File: src/rtl/neuron_buffer_swap_ctrl.sv
// Ping-pong neuron buffer sequencer: grants conv-side reads and pool-side writes per layer,
// then swaps the buffers once both sides of the layer have finished.
module neuron_buffer_swap_ctrl #(
  parameter int A  = 7,
  parameter int LW = 4
) (
  input  logic          CLK,
  input  logic          RST,
  input  logic          start,
  input  logic [LW-1:0] numLayers,
  input  logic [A:0]    readLen,
  input  logic [A:0]    writeLen,
  input  logic          readReq,
  output logic          rdGrant,
  input  logic          writeEn,
  output logic          wrGrant,
  output logic [A-1:0]  readBuffAddress,
  output logic [A-1:0]  writeBuffAddress,
  output logic          readBufferSelect,
  output logic [LW-1:0] layerIdx,
  output logic          busy,
  output logic          done,
  output logic          cfgErr,
  output logic          wrOverflow,
  output logic [1:0]    o_dbg_state
);

  localparam logic [1:0] ST_IDLE = 2'd0;
  localparam logic [1:0] ST_RUN  = 2'd1;
  localparam logic [1:0] ST_SWAP = 2'd2;
  localparam logic [1:0] ST_DONE = 2'd3;

  localparam logic [A:0] MAX_LEN = {1'b1, {A{1'b0}}};

  logic [1:0]    r_state;
  logic [LW-1:0] r_num_layers;
  logic [A:0]    r_read_len;
  logic [A:0]    r_write_len;
  logic [A:0]    r_read_cnt;
  logic [A:0]    r_write_cnt;
  logic [LW-1:0] r_layer_idx;
  logic          r_sel;
  logic          r_cfg_err;
  logic          r_wr_ovf;

  logic          w_rd_grant;
  logic          w_wr_grant;
  logic [A:0]    w_read_cnt_nxt;
  logic [A:0]    w_write_cnt_nxt;
  logic          w_cfg_bad;
  logic          w_layer_last;
  logic          w_layer_complete;

  // Handshake: a request (readReq/writeEn) is accepted in the same cycle its grant is high;
  // the matching address is valid in that cycle and the counter advances on the next edge.
  assign w_rd_grant = (r_state == ST_RUN) && readReq && (r_read_cnt < r_read_len);
  assign w_wr_grant = (r_state == ST_RUN) && writeEn && (r_write_cnt < r_write_len);

  assign w_read_cnt_nxt   = r_read_cnt + {{A{1'b0}}, w_rd_grant};
  assign w_write_cnt_nxt  = r_write_cnt + {{A{1'b0}}, w_wr_grant};
  assign w_layer_complete = (w_read_cnt_nxt == r_read_len) && (w_write_cnt_nxt == r_write_len);
  assign w_cfg_bad        = (readLen > MAX_LEN) || (writeLen > MAX_LEN);
  assign w_layer_last     = (r_layer_idx == (r_num_layers - LW'(1)));

  always_ff @(posedge CLK or posedge RST) begin
    if (RST) begin
      r_state      <= ST_IDLE;
      r_num_layers <= '0;
      r_read_len   <= '0;
      r_write_len  <= '0;
      r_read_cnt   <= '0;
      r_write_cnt  <= '0;
      r_layer_idx  <= '0;
      r_sel        <= 1'b0;
      r_cfg_err    <= 1'b0;
      r_wr_ovf     <= 1'b0;
    end else begin
      case (r_state)
        ST_IDLE: begin
          if (start) begin
            if (w_cfg_bad) begin
              r_cfg_err <= 1'b1;
            end else begin
              r_num_layers <= numLayers;
              r_read_len   <= readLen;
              r_write_len  <= writeLen;
              r_read_cnt   <= '0;
              r_write_cnt  <= '0;
              r_layer_idx  <= '0;
              r_sel        <= 1'b0;
              r_cfg_err    <= 1'b0;
              r_wr_ovf     <= 1'b0;
              r_state      <= (numLayers == '0) ? ST_DONE : ST_RUN;
            end
          end
        end
        ST_RUN: begin
          r_read_cnt  <= w_read_cnt_nxt;
          r_write_cnt <= w_write_cnt_nxt;
          if (writeEn && !w_wr_grant) begin
            r_wr_ovf <= 1'b1;
          end
          if (w_layer_complete) begin
            r_state <= ST_SWAP;
          end
        end
        ST_SWAP: begin
          r_sel       <= ~r_sel;
          r_read_cnt  <= '0;
          r_write_cnt <= '0;
          if (w_layer_last) begin
            r_state <= ST_DONE;
          end else begin
            r_layer_idx <= r_layer_idx + LW'(1);
            r_state     <= ST_RUN;
          end
        end
        ST_DONE: begin
          r_state <= ST_IDLE;
        end
        default: begin
          r_state <= ST_IDLE;
        end
      endcase
    end
  end

  // Addresses are the low bits of the counters, so a full 2^A layer wraps back to 0.
  assign rdGrant          = w_rd_grant;
  assign wrGrant          = w_wr_grant;
  assign readBuffAddress  = r_read_cnt[A-1:0];
  assign writeBuffAddress = r_write_cnt[A-1:0];
  assign readBufferSelect = r_sel;
  assign layerIdx         = r_layer_idx;
  assign busy             = (r_state != ST_IDLE);
  assign done             = (r_state == ST_DONE);
  assign cfgErr           = r_cfg_err;
  assign wrOverflow       = r_wr_ovf;
  assign o_dbg_state      = r_state;

endmodule

File: config.mk
export PLATFORM = sky130hd
export DESIGN_NAME = neuron_buffer_swap_ctrl
export DESIGN_NICKNAME = d
export VERILOG_FILES = /design/src/rtl/neuron_buffer_swap_ctrl.sv
export SDC_FILE = /design/constraint.sdc
export NUM_CORES = 1
export LEC_CHECK = 0
export CORE_MARGIN = 2
export CORE_UTILIZATION = 45
export DETAILED_ROUTE_END_ITERATION = 8
export PLACE_DENSITY_LB_ADDON = 0.05
export SLEW_MARGIN = 20
export SYNTH_ARGS = -nofsm -noshare
export SYNTH_HDL_FRONTEND = slang
export SYNTH_SLANG_ARGS = --single-unit
File: constraint.sdc
create_clock -name CLK -period 3.4 [get_ports CLK]
set_input_delay 0.34 -clock CLK [delete_from_list [all_inputs] [get_ports CLK]]
set_output_delay 0.34 -clock CLK [all_outputs]
set_load 0.005 [all_outputs]
==> impl_summary.md <==
Setup path
Along the worst path, the maximum fanout reaches 5. Among all stages on the critical path, the largest delay is contributed by dfrtp_1. In this design, the stage delay of the slowest critical-path cell is roughly 400 ps.

The type of destination of the critical path is a flop. The endpoint of the worst-slack reg-to-reg timing path is o_dbg_state[1]. Traced cell by cell, the critical path runs through inv_2, ha_4, a21o_1, a21o_1, a211oi_2, o31ai_2, nor2_2, ha_2, ha_4, buf_6, and3b_1, nor3_1, a311oi_1, o2111ai_1, o31ai_2, nand2_1, mux2_4. The critical path contains buffers and inverters numbering 2 combined. STA classifies the critical path startpoint as a flop. The startpoint identified for the worst register-to-register timing path is r_write_len[1]. STA puts the critical path data required time at 3610 ps. The cell family contributing the most delay on the critical path is compound AO/OA/AOI/OAI gates. Data arrives at the worst endpoint at 3650 ps. The setup check on the worst reg-to-reg path leaves a slack of -40 ps. The cell count of the worst reg-to-reg path is 17. The type of the worst setup path is flop to flop.

Timing
The worst pin sits at a relative slew slack of 0.379. The post-route clock skew is roughly 7.3 ps. The maximum achievable frequency is ~290 MHz.

Once routing completed, OpenROAD measured the worst setup slack at -39.4 ps. Setup violations remaining at the end of the flow were counted as 2. The number of hold violations in the final report is 0. The slew at the pin with the worst max-slew slack is 930 ps. The final worst hold slack is 472 ps. The total count of max-transition violations in the final report is 0. The final critical-path required period is between 3000 and 4000 ps. The final worst-path cycle share is 1.01. Setup repair after global routing could not meet its margin everywhere.

Pwr
For this design the static power due to leakage is 0.00186 uW. The power per unit of standard cell area is 675 nW/um2. The peak supply drop is 0.321 mV.

The design draws 2780 uW.

Place
During placement, the flow inserted port buffers numbering 51. The worst-case setup slack after placement is -137 ps. The routability congestion estimate is 0.819. Detailed placement ended at an HPWL of 6.01 mm.

Route
The number of optimization iterations in the first detailed-route pass is 4. In the routed design, unresolved DRC markers number 0. The post-detailed-route wirelength per cell is 16.0 um.

The detail route stage leaves a number of antenna-violating nets equal to 0. The per-cell via count in the routed design is 5.56. After detailed routing, the total wire length is 8.26 mm. The violation count after the first detailed-route iteration is 116. The total via count in the routed design is 2865.

Layout
Leaving out fill and tap cells, the most frequent cell in the layout is nand2_1. The library cells used most frequently in the layout, excluding fill and tap cells, are nand2_1 (60), clkdlybuf4s50_1 (50), buf_4 (48). The repair_antennas step left the layout with diodes totalling 0.

For this run, the share of the core covered by cells in the final layout is 0.609. Relative to the synthesized area, the layout overhead comes to 31.0%. The net total in the final layout is 483. In the final layout, the share of cells above drive strength 1 is 0.216.

Global route
The initial antenna violation count is 0. The via count of the first global-routing pass is ~2700. After global routing the overflow that remains totals 0. The first-pass GRT wire length is 13.3 mm.

Entering global routing, the biggest net connects 46 pins. Across every metal layer, demand over resource in global routing totals 0.224.

Yosys
The fraction of synthesis flops using an asynchronous set or reset pin is 1.00. The number of warnings issued by yosys is 0. The average size of a mapped cell is 8.77 um2. The synthesized design contains 0 enable-type register cells. In this run, distinct cell masters in the synthesized netlist total 55. Synthesis produced a netlist whose cell count is about 360. Synthesis inferred 45 register bits. The number of nets handed over by synthesis was ~410. The cell area after synthesis is between 3000 and 4000 um2. The top flip-flop cell by instance count after synthesis is dfrtp_1. The register area share after synthesis is 0.359.

Die
The starting density of the core is 0.465. The placeable core region is ~6800 um2. The area enclosed by the die boundary is ~7700 um2. The floorplan has 30 rows.

The height of the chip is 87.5 um. The horizontal die dimension is 87.5 um. The number of placed I/O pins is 52.

Clocking
The H-tree was split into 2 levels. For this design, the CTS-stage hold fixing added 0 buffers. The clock reaches the later pin of the worst-skew pair after just over 300 ps.

Clock-pin slew was measured on the worst setup and hold paths at 100 ps. The root buffer cell chosen for the clock tree is clkbuf_8. TritonCTS built the clock tree.

The clock sink total is between 40 and 50. The number of buffers between clock root and the deepest sink is 2. The number of clock buffers added by TritonCTS is 5.

Hold path
The worst hold path belongs to the class input pin to async pin.

Run
The number of maximum-capacitance constraint violations is 0.

Status
The run finished, with violations left. The checks that failed: negative setup slack.
[worst max-delay path by stage]
| stage | from | endpoint | slack [ps] | cells past startpoint |
|---|---|---|---|---|
| 2_1_floorplan | r_write_len[1] | o_dbg_state[1] | 20 | 16 |
| 3_3_place_gp | r_write_len[1] | o_dbg_state[1] | -10 | 16 |
| 3_5_place_dp | r_write_len[1] | o_dbg_state[1] | -140 | 16 |
| 4_1_cts | r_write_len[1] | o_dbg_state[1] | -60 | 17 |
| 5_1_grt | r_read_len[1] | o_dbg_state[1] | -200 | 18 |
| 6_report | r_write_len[1] | o_dbg_state[1] | -40 | 17 |
[metal layers]
| layer | routed length [um] | part of all wire | track usage |
|---|---|---|---|
| met5 | 0 | 0 | 0 |
| met2 | 3880 | 0.47 | 0.366 |
| met4 | 173 | 0.021 | 0.0657 |
| met3 | 403 | 0.049 | 0.0398 |
| met1 | 3800 | 0.46 | 0.305 |
[through the flow]
stage               cells  instance area (um2)  setup TNS [ps]
finish                515                 4110           -72.2
global route          515                 4110            -395
CTS                   511                 4050           -87.1
detailed placement    493                 3860            -137
global placement      493                 3860           -10.2
floorplan             358                 3180               0
[registers in the layout, indices dropped and copies added, names as in the netlist]
register,count
cfgErr,1
layerIdx,4
r_num_layers,4
r_write_len,8
r_read_len,8
o_dbg_state,2
r_write_cnt,8
wrOverflow,1
r_read_cnt,8
readBufferSelect,1
[power by group]
group / internal [uW] / switching [uW] / leakage (uW)
Sequential: 707 / 149 / 0.000579
Clock: 221 / 216 / 0.0000543
Combinational: 702 / 782 / 0.00123
[area by class of cell]
type	count	area (um2)
fill	602	2640
multi-input combinational	259	1810
sequential	45	1130
timing repair buffer	99	872
tap	80	100
inverter	24	91.3
clock buffer	5	68.8
clock inverter	3	46.3
[cells by family (layout without fill, tap and decap cells)]
logic type,Yosys count,in the layout,share of synthesized area
AOI/OAI and AO/OA,83,83,0.181
xor gates and xnor gates,21,21,0.0586
adders and majority gates,24,24,0.0957
buffers and inverters,54,131,0.0889
DFF,45,45,0.359
muxes,3,3,0.0112
and+or+nand+nor,128,128,0.206
[synth_stat cells (4+ instances only)]
cell	n	area (um2)
nor3_1	6	30.0
clkbuf_1	4	15.0
or4_1	4	30.0
inv_1	24	90.1
o21ai_1	6	30.0
a21oi_1	12	60.1
nand3_1	11	55.1
dfrtp_1	45	1130
buf_4	15	113
nand2b_1	6	37.5
o21ai_2	5	43.8
o21ai_0	28	140
xnor2_1	13	114
nor2_1	11	41.3
ha_1	24	300
nor3_2	5	50.1
nand2_1	60	225
and3_1	4	25.0
buf_2	9	45.0
a21o_1	6	45.0
xor2_1	8	70.1
[repair_timing]
action / in CTS / in global routing
pin swaps: 8 / 8
setup buffers: 10 / 4
resized for setup: 4 / 8
endpoints found under the hold margin: 0 / 0
setup endpoints to repair: 1 / 2
Note: power is estimated with default switching activity, not from simulation.
